File: src/rtl/pet_stat_engine.sv
// pet_stat_engine: N saturating stat channels with prescaled decay, signed
// valid/ready adjust commands and an ALIVE/CRITICAL/DEAD life-cycle FSM.
// Optional feature macro: STATS_JITTER_EN (per-channel random decay from rand_bits).
module pet_stat_engine #(
  parameter int N_STATS     = 6,
  parameter int STAT_W      = 4,
  parameter int TICK_DIV    = 10_000_000,
  parameter int STAT_INIT   = (2 ** STAT_W) - 1,
  parameter int LOW_THR     = 3,
  parameter int DEATH_TICKS = 8,
  localparam int IDX_W      = (N_STATS > 1) ? $clog2(N_STATS) : 1
) (
  input  logic                        clk,
  input  logic                        rst_n,
  input  logic [N_STATS-1:0]          rand_bits,
  input  logic                        cmd_valid,
  output logic                        cmd_ready,
  input  logic [IDX_W-1:0]            cmd_idx,
  input  logic [STAT_W:0]             cmd_delta,
  input  logic                        revive,
  output logic [N_STATS*STAT_W-1:0]   stats_flat,
  output logic [N_STATS-1:0]          low_flags,
  output logic [1:0]                  state,
  output logic                        tick,
  output logic                        cmd_err
);

  localparam int SMAX   = (2 ** STAT_W) - 1;
  localparam int PSC_W  = $clog2(TICK_DIV);
  localparam int CRIT_W = $clog2(DEATH_TICKS + 1);
  localparam int SUM_W  = STAT_W + 2;
  localparam logic [PSC_W-1:0]        PSC_MAX   = PSC_W'(TICK_DIV - 1);
  localparam logic [CRIT_W-1:0]       CRIT_LAST = CRIT_W'(DEATH_TICKS - 1);
  localparam logic [STAT_W-1:0]       INIT_V    = STAT_W'(STAT_INIT);
  localparam logic [STAT_W-1:0]       THR_V     = STAT_W'(LOW_THR);
  localparam logic [STAT_W-1:0]       SMAX_V    = STAT_W'(SMAX);
  localparam logic signed [SUM_W-1:0] SUM_MAX   = SUM_W'(SMAX);
  localparam logic [N_STATS-1:0]      INIT_LOW  =
    (STAT_INIT <= LOW_THR) ? {N_STATS{1'b1}} : {N_STATS{1'b0}};

  typedef enum logic [1:0] {
    ST_ALIVE = 2'd0,
    ST_CRIT  = 2'd1,
    ST_DEAD  = 2'd2
  } state_e;

  state_e                    state_q, state_d;
  logic [CRIT_W-1:0]         crit_q, crit_d;
  logic [STAT_W-1:0]         stat_q [N_STATS];
  logic [STAT_W-1:0]         stat_d [N_STATS];
  logic signed [SUM_W-1:0]   sum_s  [N_STATS];
  logic [PSC_W-1:0]          psc_q, psc_d;
  logic                      tick_q, tick_d;
  logic                      err_q, err_d;
  logic [N_STATS-1:0]        low_q, low_d, low_now_s;
  logic [N_STATS-1:0]        dec_en_s;
  logic                      dead_s, cmd_acc_s, revive_s;

`ifdef STATS_JITTER_EN
  // Random per-channel decay: a channel only loses a point when its bit is set.
  assign dec_en_s = rand_bits;
`else
  // Every channel decays every tick; rand_bits is a don't-care here.
  assign dec_en_s = rand_bits | {N_STATS{1'b1}};
`endif

  // FSM outputs: readiness, command acceptance and qualified revive.
  always_comb begin
    dead_s    = (state_q == ST_DEAD);
    cmd_ready = !dead_s;
    cmd_acc_s = cmd_valid && !dead_s;
    revive_s  = revive && dead_s;
  end

  // Per-channel next value: decay and command in wide signed math, then clamp.
  always_comb begin
    for (int i = 0; i < N_STATS; i++) begin
      sum_s[i] = $signed({2'b00, stat_q[i]});
      if (tick_q && dec_en_s[i]) begin
        sum_s[i] = sum_s[i] - $signed(SUM_W'(1));
      end else begin
        sum_s[i] = sum_s[i];
      end
      if (cmd_acc_s && (32'(cmd_idx) == i)) begin
        sum_s[i] = sum_s[i] + $signed({cmd_delta[STAT_W], cmd_delta});
      end else begin
        sum_s[i] = sum_s[i];
      end
      if (revive_s) begin
        stat_d[i] = INIT_V;
      end else if (sum_s[i][SUM_W-1]) begin
        stat_d[i] = {STAT_W{1'b0}};
      end else if (sum_s[i] > SUM_MAX) begin
        stat_d[i] = SMAX_V;
      end else begin
        stat_d[i] = sum_s[i][STAT_W-1:0];
      end
      low_now_s[i] = (stat_q[i] <= THR_V);
    end
  end

  // Prescaler, tick pulse, bad-index error pulse and low flags.
  always_comb begin
    if (revive_s) begin
      psc_d = {PSC_W{1'b0}};
    end else if (dead_s) begin
      psc_d = psc_q;
    end else if (psc_q == PSC_MAX) begin
      psc_d = {PSC_W{1'b0}};
    end else begin
      psc_d = psc_q + PSC_W'(1);
    end
    tick_d = !dead_s && (psc_q == PSC_MAX);
    err_d  = cmd_acc_s && (32'(cmd_idx) >= 32'(N_STATS));
    low_d  = revive_s ? INIT_LOW : low_now_s;
  end

  // Life-cycle next state, driven from the registered stats.
  always_comb begin
    state_d = state_q;
    crit_d  = crit_q;
    case (state_q)
      ST_ALIVE: begin
        if (|low_now_s) begin
          state_d = ST_CRIT;
          crit_d  = {CRIT_W{1'b0}};
        end else begin
          state_d = ST_ALIVE;
        end
      end
      ST_CRIT: begin
        if (!(|low_now_s)) begin
          state_d = ST_ALIVE;
          crit_d  = {CRIT_W{1'b0}};
        end else if (tick_q) begin
          crit_d = crit_q + CRIT_W'(1);
          if (crit_q == CRIT_LAST) begin
            state_d = ST_DEAD;
          end else begin
            state_d = ST_CRIT;
          end
        end else begin
          state_d = ST_CRIT;
        end
      end
      ST_DEAD: begin
        if (revive) begin
          state_d = ST_ALIVE;
          crit_d  = {CRIT_W{1'b0}};
        end else begin
          state_d = ST_DEAD;
        end
      end
      default: begin
        state_d = ST_ALIVE;
        crit_d  = {CRIT_W{1'b0}};
      end
    endcase
  end

  // Life-cycle state register.
  always_ff @(posedge clk or negedge rst_n) begin
    if (!rst_n) begin
      state_q <= ST_ALIVE;
      crit_q  <= {CRIT_W{1'b0}};
    end else begin
      state_q <= state_d;
      crit_q  <= crit_d;
    end
  end

  // Datapath registers: stats, prescaler and registered status outputs.
  always_ff @(posedge clk or negedge rst_n) begin
    if (!rst_n) begin
      for (int i = 0; i < N_STATS; i++) begin
        stat_q[i] <= INIT_V;
      end
      psc_q  <= {PSC_W{1'b0}};
      tick_q <= 1'b0;
      err_q  <= 1'b0;
      low_q  <= INIT_LOW;
    end else begin
      for (int i = 0; i < N_STATS; i++) begin
        stat_q[i] <= stat_d[i];
      end
      psc_q  <= psc_d;
      tick_q <= tick_d;
      err_q  <= err_d;
      low_q  <= low_d;
    end
  end

  for (genvar g = 0; g < N_STATS; g++) begin : g_flat
    assign stats_flat[g*STAT_W +: STAT_W] = stat_q[g];
  end

  assign low_flags = low_q;
  assign state     = state_q;
  assign tick      = tick_q;
  assign cmd_err   = err_q;

endmodule

File: config.mk
export PLATFORM = sky130hd
export DESIGN_NAME = pet_stat_engine
export DESIGN_NICKNAME = d
export VERILOG_FILES = /design/src/rtl/pet_stat_engine.sv
export SDC_FILE = /design/constraint.sdc
export NUM_CORES = 1
export LEC_CHECK = 0
export BUFFER_PORTS_ARGS = -buffer_cell sky130_fd_sc_hd__buf_2
export CAP_MARGIN = 20
export CORE_MARGIN = 2
export CORE_UTILIZATION = 25
export CTS_BUF_LIST = sky130_fd_sc_hd__clkbuf_8 sky130_fd_sc_hd__clkbuf_16
export DETAILED_ROUTE_END_ITERATION = 16
export GPL_ROUTABILITY_DRIVEN = 1
export HOLD_SLACK_MARGIN = 0.03
export PLACE_DENSITY_LB_ADDON = 0.15
export SLEW_MARGIN = 20
export SYNTH_ARGS = -nofsm -noshare
export SYNTH_HDL_FRONTEND = slang
export SYNTH_SLANG_ARGS = --single-unit
File: constraint.sdc
create_clock -name clk -period 3.35 [get_ports clk]
set_input_delay 0.67 -clock clk [delete_from_list [all_inputs] [get_ports clk]]
set_output_delay 0.67 -clock clk [all_outputs]
set_load 0.01 [all_outputs]
After elaboration in Yosys (flattened, before gate mapping)
Cells that the tools add are included.
Storage, ports and cells
  register bits: 62
  latch bits: 0
  RAM bits: 0
  bits in read-only memories: 0
  input bits: 18
  output and inout port bits: 35
  logic and storage cells: 112
  memories kept: 0
Cells by class
  add/subtract/negate cells: 14
  $mul: 0
  divide/modulo/power cells: 0
  $lt $le $gt $ge: 13
  equality and inequality tests: 13
  shifts and indexed selects: 0
  muxes and demuxes: 45
  bitwise logic cells: 0
  reduce and logical (&&, ||, !) cells: 15
Operators by type and width (number)
  2-to-1 mux 4 bit: 22
  2-to-1 mux 6 bit: 13
  2-to-1 mux 24 bit: 3
  adder 6 x 5 -> 6 bit: 6
  greater-than comparator 6 x 5 -> 1 bit, second input constant: 6
  subtractor 4 x 1 -> 5 bit, second input constant: 6
  adder 24 x 1 -> 24 bit, second input constant: 1
  == test 24 bit, second input constant: 1
  <= comparator 4 x 2 -> 1 bit, second input constant: 6
  one-hot mux 4 bit (3 select lines): 1
  logical AND 1 bit: 10
  2-to-1 mux 2 bit: 4
  == test 3 x 2 -> 1 bit, second input constant: 2
  == test 3 bit, second input constant: 2
  one-hot mux 2 bit (3 select lines): 1
  OR reduction 6 bit: 1
  adder 4 x 1 -> 4 bit, second input constant: 1
  == test 4 x 3 -> 1 bit, second input constant: 1
  inequality test 2 bit, second input constant: 2
  == test 3 x 1 -> 1 bit, second input constant: 1
  greater-or-equal comparator 3 bit, second input constant: 1
  logical NOT 3 bit: 1
  inequality test 3 bit, second input constant: 1
  AND reduction 3 bit: 1
  other kinds (6): 6

Depth between registers and ports, before layout
Gate-level depths: netlist of run 1.
  word-level depth: 9
  gate-level depth with buffers: 12
  gate-level depth less buffers: 11

Least setup slack after synthesis of run 1
No wires, ideal clock.
  path type: reg2reg
  start point: register tick_q (netlist: tick)
  end point: register stat_q (netlist bit stats_flat[11])
  library setup time: 0.061 ns
  data arrival time: 2.786 ns
  data required time: 3.289 ns
  path slack: 0.503 ns
  cell stages (with the launch flop): 13
  buffers on the path: 3
  clock period less this slack: 2.847 ns
  path through: dfrtp_1 -> buf_2 -> buf_2 -> buf_2 -> xor2_1 -> ha_1 -> inv_1 -> fa_1 -> nand2b_1 -> a2111o_1 -> o31a_1 -> o21ai_0 -> o21a_1
RTL lines
  start, declared: line 53  | logic tick_q, tick_d;
  start signal, assigned: line 187  | tick_q <= tick_d;
  end signal, assigned by index: line 184  | stat_q[i] <= stat_d[i];
  end, declared: line 49  | logic [STAT_W-1:0] stat_q [N_STATS];

==> results of run 1 <==
[cell usage in the layout, fill, tap and decap left out, types with 10 or more instances in the layout]
cell type,Yosys,routed
xnor2_1,13,13
a21oi_1,36,36
nand2_1,36,36
and3_1,12,12
ha_1,38,38
dfrtp_1,38,38
xor2_1,15,15
dfstp_2,24,24
nand2b_1,10,10
o21ai_0,34,34
nand3_1,11,11
mux2i_1,11,11
nor2_1,26,26
nor3_1,20,20
inv_1,41,42
a31oi_1,24,24
buf_2,11,46
[sequential cells by signal, indices dropped and copies added (netlist names)]
| signal | count |
|---|---|
| cmd_err | 1 |
| crit_q | 4 |
| low_flags | 6 |
| psc_q | 24 |
| state | 2 |
| stats_flat | 24 |
| tick | 1 |
[power breakdown]
group	leakage (nW)	total [mW]	switching, mW	internal, mW
registers	0.724	1.39	0.294	1.09
clock network	0.170	1.11	0.372	0.739
logic	1.70	1.70	0.926	0.770
[final timing paths]
path | endpoint | from | slack, ns | cells past startpoint
max reg2reg | stats_flat[20] | stats_flat[20] | 0.50 | 9
min in group asynchronous | low_flags[1] | rst_n | 0.49 | 1
max in group asynchronous | stats_flat[18] | rst_n | 2.02 | 2
min | crit_q[3] | crit_q[3] | 0.48 | 1
max | stats_flat[20] | stats_flat[20] | 0.50 | 9
min reg2reg | crit_q[3] | crit_q[3] | 0.48 | 1
[area by class of cell]
class,instances,area (um^2),share of cell area
flip-flops and latches,62,1580,0.276
repair buffers,55,298,0.0519
clock buffers,10,239,0.0416
inverters,42,158,0.0275
well taps,265,332,0.0578
clock inverters,5,98.8,0.0172
multi-input cells,419,3030,0.528
[logic make-up after synthesis]
| kind of cell | after synthesis | synth area share |
|---|---|---|
| simple gates | 172 | 0.204 |
| compound gates | 160 | 0.214 |
| flops | 62 | 0.325 |
| buf+inv | 60 | 0.0529 |
| fa+ha+maj | 44 | 0.122 |
| xor+xnor | 28 | 0.0503 |
| mux | 15 | 0.0318 |
[per-layer routing]
layer  part of all wire  vias to the layer above  wire, um
met5             0.0012                        -        16
met4              0.030                        2       404
met3              0.030                       26       409
met2               0.48                       61      6540
met1               0.46                     2046      6200
li1                   -                     2107         -
[Yosys cell counts, types with 4 or more instances]
master	n
a211oi_1	7
a21o_1	9
a21oi_1	36
a31oi_1	24
and3_1	12
buf_2	11
clkbuf_1	4
dfrtp_1	38
dfstp_2	24
fa_1	6
ha_1	38
inv_1	41
mux2_2	4
mux2i_1	11
nand2_1	36
nand2b_1	10
nand3_1	11
nand4_1	9
nor2_1	26
nor2b_1	9
nor3_1	20
nor4b_1	9
o21a_1	7
o21ai_0	34
o22ai_1	4
or2_2	4
xnor2_1	13
xor2_1	15
==> metrics.txt, run 1 <==
status=complete, no violations; DRC=0; Final HPWL DP=9970 um; share of cells above drive strength 1=0.191; Critical Path End Type=flop; CTS tree=yes; CP max stage delay=0.56 ns; # clock sinks=62; initial antenna violation count=1; number of setup buffers added after CTS=0; root buffer cell=clkbuf_16; syn nets=603; core area=19300 um^2; Setup WS pre-CTS=0.508 ns; RSZ-0062 raised after global routing=no; met2 Usage GRT=0.232; final hold viol count=0; drt first pass iters=4; total power=4.19 mW; pwr/cell area=731 nW/um^2; cells after synthesis=541; Critical Path AT=3.10 ns; CP Buf/Inv Count=1; CP top delay family=compound AO/OA/AOI/OAI gates; Placer Congestion=0.830; Post-synth ARST share=1.00; period utilization=0.851; Core Util, Final=0.298; first-pass GRT wire length=21700 um; ANT cells=0; Rel. slew slack=0.325; top cell type's share of synthesized area=0.195; Vias=4242; FMAX=0.351 GHz; Hold Path Class=flop to flop; layout filler cell count=2029; row count=51; number of flops mapped to enable cells by yosys=0; pin count of the biggest net entering global routing=40; worst slew pin tran=1.01 ns; antenna viol nets, final=0; Yosys reg bits=62; total gr overflow=0; die area=20600 um^2; critical path, cell by cell=inv_1 -> ha_1 -> a21oi_1 -> ha_1 -> a211oi_1 -> nor2_1 -> o2111ai_1 -> a21boi_0 -> a311oi_1; H-tree depth=3; Most Crowded Layer GR=met2; worst hold slack=0.480 ns; fin area=5740 um^2; syn avg cell area=9.01 um^2; Max Buffers Root-to-Sink=2; wire per inst=15.8 um; CTS Hold Bufs=0; Min Clock Period, post-route=2.85 ns; number of max-cap violations=0; placed cells=843; cell mode on critical path=ha_1; CP max FO=4; setup_tns=0 ns; CP max-delay cell=dfstp_2; Final nets=651; Max IR drop VDD=0.000242 V; post-DR vias/cell=4.94; # IOs=53; final worst slack=0.498 ns; Synth Flop Type=dfrtp_1; Clock transition at path regs=0.05 ns; later-pin clock latency in the skew report=0.35 ns; Startpoint Class=flop; PostCTS Resize Cnt=0; Area growth syn-to-layout=17.8%; Post-Syn Area=4870 um^2; final setup vio count=0; die extent in y=144 um; Num CTS Buffers=9; GR Layer Usage met1=0.163; final WL=13600 um; post-synthesis cell type count=71; DR iter-0 viols=217; Crit Path Class=flop to flop; Worst EP required=3.60 ns; leading area contributor after synthesis=dfrtp_1; GR Util met3=0.0263; Die Wd=144 um; register area share after synthesis=0.325; max-slew violations=0; I/O Buffers=46; Leak=2.60 nW; number of global-route vias before repair=4206; final std cells w/o fill=858; synth top area cells=dfrtp_1, dfstp_2, ha_1; Yosys Warn Count=0; clk_skew=0.0107 ns; Initial Util=0.253; placed cell area=5400 um^2; global-route usage over all layers=0.136
(Power assumes the default switching activity.)
==> run 2: changes to the inputs <==
--- a/config.mk
+++ b/config.mk
@@ -5,6 +5,7 @@
 export SDC_FILE = /design/constraint.sdc
 export NUM_CORES = 1
 export LEC_CHECK = 0
+export ABC_CLOCK_PERIOD_IN_PS = 2900
 export BUFFER_PORTS_ARGS = -buffer_cell sky130_fd_sc_hd__buf_2
 export CAP_MARGIN = 20
 export CORE_MARGIN = 2
@@ -12,7 +13,7 @@
 export CTS_BUF_LIST = sky130_fd_sc_hd__clkbuf_8 sky130_fd_sc_hd__clkbuf_16
 export DETAILED_ROUTE_END_ITERATION = 16
 export GPL_ROUTABILITY_DRIVEN = 1
-export HOLD_SLACK_MARGIN = 0.03
+export HOLD_SLACK_MARGIN = 0.06
 export PLACE_DENSITY_LB_ADDON = 0.15
 export SLEW_MARGIN = 20
 export SYNTH_ARGS = -nofsm -noshare
==> constraint.sdc (replaced) <==
create_clock -name clk -period 2.9 [get_ports clk]
set_input_delay 0.58 -clock clk [delete_from_list [all_inputs] [get_ports clk]]
set_output_delay 0.58 -clock clk [all_outputs]
set_load 0.01 [all_outputs]
==> run 2 against run 1 <==
- clock skew down 0.0013 ns
- highest routed layer is now met4
- largest cell class unchanged
- sequential cell count is the same
- critical endpoint is now stats_flat[11]
- clock power grew 11%
==> metrics.txt, run 2 (same netlist as run 1, synthesis figures left out) <==
GR Util met3=0.0217 (was 0.0263); Most Crowded Layer GR=met2 (unchanged); Max IR drop VDD=0.000245 V (was 0.000242 V); fin area=5790 um^2 (was 5740 um^2); Critical Path AT=2.98 ns (was 3.10 ns); CTS Hold Bufs=0 (unchanged); core area=19300 um^2 (unchanged); Core Util, Final=0.300 (was 0.298); FMAX=0.369 GHz (was 0.351 GHz); CP Buf/Inv Count=2 (was 1); placed cell area=5440 um^2 (was 5400 um^2); Leak=2.62 nW (was 2.60 nW); DR iter-0 viols=198 (was 217); Setup WS pre-CTS=0.0935 ns (was 0.508 ns); Critical Path End Type=flop (unchanged); Rel. slew slack=0.433 (was 0.325); I/O Buffers=46 (unchanged); Initial Util=0.253 (unchanged); CP max FO=4 (unchanged); drt first pass iters=4 (unchanged); number of setup buffers added after CTS=0 (unchanged); Vias=4215 (was 4242); row count=51 (unchanged); Final nets=654 (was 651); Final HPWL DP=9530 um (was 9970 um); most frequent cells in the layout=buf_2, inv_1, ha_1, dfrtp_1, nand2_1 (was buf_2, inv_1, ha_1, dfrtp_1); critical path, cell by cell=inv_1 -> ha_1 -> nand2_1 -> o21ai_1 -> inv_1 -> ha_1 -> a211o_1 -> a2111oi_0 -> o22a_1 -> nand2_1 -> o21a_1 (was inv_1 -> ha_1 -> a21oi_1 -> ha_1 -> a211oi_1 -> nor2_1 -> o2111ai_1 -> a21boi_0 -> a311oi_1); commonest non-fill, non-tap cell in the layout=buf_2 (unchanged); antenna viol nets, final=0 (unchanged); GR Layer Usage met1=0.173 (was 0.163); share of cells above drive strength 1=0.203 (was 0.191); wire per inst=15.4 um (was 15.8 um); first-pass GRT wire length=21900 um (was 21700 um); PostCTS Resize Cnt=0 (unchanged); Clock transition at path regs=0.05 ns (about the same); final setup vio count=0 (unchanged); Startpoint Class=flop (unchanged); met2 Usage GRT=0.228 (was 0.232); pwr/cell area=836 nW/um^2 (was 731 nW/um^2); status=complete, no violations (unchanged); worst r2r path cells=11 (was 9); Die Wd=144 um (unchanged); die extent in y=144 um (unchanged); worst slew pin tran=0.850 ns (was 1.01 ns); number of max-cap violations=0 (unchanged); # clock sinks=62 (unchanged); CP max-delay cell=dfstp_2 (unchanged); root buffer cell=clkbuf_16 (unchanged); pin count of the biggest net entering global routing=63 (was 40); number of global-route vias before repair=4163 (was 4206); H-tree depth=3 (unchanged); total gr overflow=0 (unchanged); Max Buffers Root-to-Sink=2 (unchanged); final WL=13300 um (was 13600 um); Reg-to-Reg End=stats_flat[11] (was stats_flat[20]); Placer Congestion=0.827 (was 0.830); DRC=0 (unchanged); Hold Path Class=primary input to async pin (was flop to flop); Crit Path Class=flop to flop (unchanged); reg-to-reg startpoint=stats_flat[8] (was stats_flat[20]); clk_skew=0.00940 ns (was 0.0107 ns); RSZ-0062 raised after global routing=no (unchanged); ANT cells=0 (unchanged); post-DR vias/cell=4.89 (was 4.94); Worst EP required=3.17 ns (was 3.60 ns); Min Clock Period, post-route=2.71 ns (was 2.85 ns); period utilization=0.934 (was 0.851); Num CTS Buffers=9 (unchanged); setup_tns=0 ns (unchanged); final hold viol count=0 (unchanged); final worst slack=0.190 ns (was 0.498 ns); # IOs=53 (unchanged); global-route usage over all layers=0.137 (was 0.136); Area growth syn-to-layout=18.8% (was 17.8%); max-slew violations=0 (unchanged); CP top delay family=compound AO/OA/AOI/OAI gates (unchanged); initial antenna violation count=0 (was 1); R2R Setup Slk=0.19 ns (was 0.50 ns); later-pin clock latency in the skew report=0.35 ns (about the same); CP max stage delay=0.57 ns (was 0.56 ns); die area=20600 um^2 (unchanged); CTS tree=yes (unchanged)
run 2: worst register-to-register path: cells and delay by family, from the launching register on:
| family | cells | cell delay, ns |
|---|---|---|
| AOI/OAI and AO/OA | 5 | 1.25 |
| DFF | 1 | 0.57 |
| adders and majority gates | 2 | 0.55 |
| and+or+nand+nor | 2 | 0.15 |
| buffers and inverters | 2 | 0.13 |
run 2: area by class of cell:
cell class,instances,area (um^2)
fill,2046,13500
multi-input combinational,419,3050
sequential,62,1580
timing repair buffer,58,333
tap,265,332
clock buffer,12,267
inverter,42,158
clock inverter,4,68.8
run 2: power breakdown:
group / total [mW] / internal (mW) / switching [mW]
clock: 1.23 / 0.818 / 0.413
combinational: 1.99 / 0.916 / 1.08
sequential: 1.61 / 1.26 / 0.350
run 2: worst max path at each step:
stage	from	endpoint	slack, ns	cells after the start
finish	stats_flat[8]	stats_flat[11]	0.19	11
global route	stats_flat[4]	stats_flat[5]	0.01	11
CTS	stats_flat[0]	stats_flat[2]	0.08	9
detailed placement	stats_flat[0]	stats_flat[2]	0.09	9
global placement	stats_flat[0]	stats_flat[0]	0.11	10
floorplan	tick	stats_flat[11]	0.05	12
run 2: layer usage:
metal | vias up | share of wire
met3 | 21 | 0.028
li1 | 2105 | -
met1 | 2013 | 0.47
met4 | 0 | 0.027
met2 | 76 | 0.47
met5 | - | 0
run 2: stage by stage:
stage	hold WS, ns	std cells	total power, mW
3_3_place_gp	0.470	846	3.56
2_1_floorplan	0.284	541	2.96
5_1_grt	0.495	862	5.25
3_5_place_dp	0.479	846	3.60
6_report	0.430	862	4.84
4_1_cts	0.459	862	4.88
==> run 3: changes to the inputs <==
--- a/config.mk
+++ b/config.mk
@@ -5,7 +5,8 @@
 export SDC_FILE = /design/constraint.sdc
 export NUM_CORES = 1
 export LEC_CHECK = 0
-export ABC_CLOCK_PERIOD_IN_PS = 2900
+export ABC_AREA = 1
+export ABC_CLOCK_PERIOD_IN_PS = 3100
 export BUFFER_PORTS_ARGS = -buffer_cell sky130_fd_sc_hd__buf_2
 export CAP_MARGIN = 20
 export CORE_MARGIN = 2
@@ -13,7 +14,7 @@
 export CTS_BUF_LIST = sky130_fd_sc_hd__clkbuf_8 sky130_fd_sc_hd__clkbuf_16
 export DETAILED_ROUTE_END_ITERATION = 16
 export GPL_ROUTABILITY_DRIVEN = 1
-export HOLD_SLACK_MARGIN = 0.06
+export HOLD_SLACK_MARGIN = 0.03
 export PLACE_DENSITY_LB_ADDON = 0.15
 export SLEW_MARGIN = 20
 export SYNTH_ARGS = -nofsm -noshare
==> constraint.sdc (replaced) <==
create_clock -name clk -period 3.1 [get_ports clk]
set_input_delay 0.62 -clock clk [delete_from_list [all_inputs] [get_ports clk]]
set_output_delay 0.62 -clock clk [all_outputs]
set_load 0.01 [all_outputs]
==> run 3 against run 2 <==
- design area is 8.3% higher
- first-iteration DRC count is 6.6% lower
- die area is 11% higher
- largest cell class unchanged
- clock power is 23% lower
==> metrics.txt, run 3 <==
status=complete, no violations (unchanged); number of global-route vias before repair=4842 (was 4163); Min Clock Period, post-route=2.54 ns (was 2.71 ns); syn avg cell area=6.95 um^2 (was 9.01 um^2); share of cells above drive strength 1=0.169 (was 0.203); H-tree depth=3 (unchanged); drt first pass iters=5 (was 4); Reg power frac=0.340 (was 0.334); row count=53 (was 51); most common cell in the synthesized netlist=nand2_1 (was inv_1); layout filler cell count=2356 (was 2046); first-pass GRT wire length=25000 um (was 21900 um); final setup vio count=0 (unchanged); # IOs=53 (unchanged); final WL=15000 um (was 13300 um); wire per inst=13.5 um (was 15.4 um); cells after synthesis=783 (was 541); max-slew violations=0 (unchanged); placed cell area=6000 um^2 (was 5440 um^2); post-DR vias/cell=4.44 (was 4.89); R2R Setup Slk=0.56 ns (was 0.19 ns); number of max-cap violations=0 (unchanged); Yosys reg bits=62 (unchanged); CTS Hold Bufs=0 (unchanged); setup_tns=0 ns (unchanged); Final HPWL DP=11600 um (was 9530 um); syn nets=845 (was 603); switching power=1.73 mW (was 1.84 mW); Net Sw Frac=0.424 (was 0.380); Max IR drop VDD=0.000292 V (was 0.000245 V); core area=21200 um^2 (was 19300 um^2); number of setup buffers added after CTS=0 (unchanged); RSZ-0062 raised after global routing=no (unchanged); commonest non-fill, non-tap cell in the layout=nand2_1 (was buf_2); Die Wd=152 um (was 144 um); register area share after synthesis=0.291 (was 0.325); total gr overflow=0 (unchanged); Post-Syn Area=5440 um^2 (was 4870 um^2); reg-to-reg startpoint=tick (was stats_flat[8]); leading area contributor after synthesis=dfrtp_1 (unchanged); period utilization=0.819 (was 0.934); Clock transition at path regs=0.06 ns (was 0.05 ns); Num CTS Buffers=9 (unchanged); DR iter-0 viols=185 (was 198); pin count of the biggest net entering global routing=36 (was 63); total power=4.08 mW (was 4.84 mW); I/O Buffers=46 (unchanged); Post-synth ARST share=1.00 (unchanged); Placer Congestion=0.845 (was 0.827); Vias=4949 (was 4215); Yosys Warn Count=0 (unchanged); clk_skew=0.00788 ns (was 0.00940 ns); Critical Path AT=2.78 ns (was 2.98 ns); worst slew pin tran=0.789 ns (was 0.850 ns); final hold viol count=0 (unchanged); ANT cells=0 (unchanged); post-synthesis cell type count=40 (was 71); Synth Flop Type=dfrtp_1 (unchanged); synth top area cells=dfrtp_1, nand2_1, dfstp_2 (was dfrtp_1, dfstp_2, ha_1); Hold Path Class=primary input to async pin (unchanged); Int Pwr=2.35 mW (was 3.00 mW); DRC=0 (unchanged); Final nets=896 (was 654); global-route usage over all layers=0.141 (was 0.137); pwr/cell area=651 nW/um^2 (was 836 nW/um^2); Critical Path End Type=flop (unchanged); Reg-to-Reg End=stats_flat[0] (was stats_flat[11]); root buffer cell=clkbuf_16 (unchanged); Startpoint Class=flop (unchanged); later-pin clock latency in the skew report=0.34 ns (was 0.35 ns); synth cell count leaders=nand2_1, inv_1, nand3_1 (was inv_1, dfrtp_1, ha_1); worst r2r path cells=12 (was 11); die area=23000 um^2 (was 20600 um^2); Leak=3.20 nW (was 2.62 nW); top cell type's share of synthesized area=0.175 (was 0.195); die extent in y=152 um (was 144 um); FMAX=0.394 GHz (was 0.369 GHz); Rel. slew slack=0.474 (was 0.433); Clock power frac=0.232 (was 0.255); number of flops mapped to enable cells by yosys=0 (unchanged); CP max FO=17 (was 4); Initial Util=0.256 (was 0.253); CTS tree=yes (unchanged); Core Util, Final=0.295 (was 0.300); Area growth syn-to-layout=15.3% (was 18.8%); initial antenna violation count=0 (unchanged); Worst EP required=3.34 ns (was 3.17 ns); antenna viol nets, final=0 (unchanged); Logic pwr share=0.428 (was 0.412); PostCTS Resize Cnt=0 (unchanged); Crit Path Class=flop to flop (unchanged); # clock sinks=62 (unchanged); most frequent cells in the layout=nand2_1, inv_1, nand3_1 (was buf_2, inv_1, ha_1, dfrtp_1, nand2_1); fin area=6270 um^2 (was 5790 um^2); Max Buffers Root-to-Sink=2 (unchanged)
## run 3: changes by cell type after synthesis, moves of 10 or more
cell | before | now
and3_1 | 12 | 0
nand2b_1 | 10 | 0
a31oi_1 | 24 | 1
mux2i_1 | 11 | 0
a21oi_1 | 36 | 17
nor2_1 | 26 | 60
nand3_1 | 11 | 86
xnor2_1 | 13 | 3
inv_1 | 41 | 91
nand2_1 | 36 | 250
## run 3: how the worst max path moves through the flow
stage	from	endpoint	slack, ns
after detailed placement	tick	stats_flat[3]	0.56
final	tick	stats_flat[0]	0.56
after floorplan	tick	stats_flat[4]	0.92
after global routing	tick	stats_flat[4]	0.35
after CTS	tick	stats_flat[0]	0.54
after global placement	tick	stats_flat[3]	0.58
## run 3: power groups by stage
stage	combinational (mW)	sequential [mW]	clock (mW)
CTS	1.77	1.39	0.986
floorplan	1.23	1.40	0
finish	1.75	1.38	0.946
global placement	1.77	1.41	0
detailed placement	1.76	1.40	0
global route	2.04	1.43	1.03
## run 3: through the flow
stage          setup slack, ns  cells  hold slack, ns
3_3_place_gp             0.576   1098           0.500
4_1_cts                  0.535   1114           0.374
3_5_place_dp             0.558   1098           0.500
2_1_floorplan            0.923    783           0.324
5_1_grt                  0.345   1114           0.404
6_report                 0.561   1114           0.347
## run 3: cell type report
cell class                 count  area (um^2)  area share
clock inverter                 7         42.5     0.00679
inverter                     104          403      0.0643
tap                          275          344      0.0549
timing repair buffer          49          265      0.0423
multi-input combinational    608         3410       0.544
clock buffer                   9          225      0.0359
sequential                    62         1580       0.252
## run 3: kinds of logic after synthesis
family / after synthesis / share of synthesized area
buf+inv: 113 / 0.0828
compound gates: 73 / 0.0766
fa+ha+maj: 44 / 0.110
simple gates: 469 / 0.405
flops: 62 / 0.291
xor+xnor: 22 / 0.0354
## run 3: metal layers
metal | global-route usage | vias to the layer above | share of wire
met4 | 0.0565 | 0 | 0.025
li1 | - | 2639 | -
met1 | 0.195 | 2219 | 0.51
met2 | 0.220 | 69 | 0.44
met5 | 0 | - | 0
met3 | 0.0219 | 22 | 0.032
## run 3: critical path: stages (launching register included)
cell and delay [ns]:
dfrtp_1 0.52, buf_4 0.32, nand2_1 0.10, or2_2 0.31, nand2_1 0.10, ha_1 0.26, or2_2 0.32, nand3_1 0.13
nand2_1 0.07, nand3_1 0.10, nand2_1 0.09, nand2_1 0.07, nand3_1 0.05
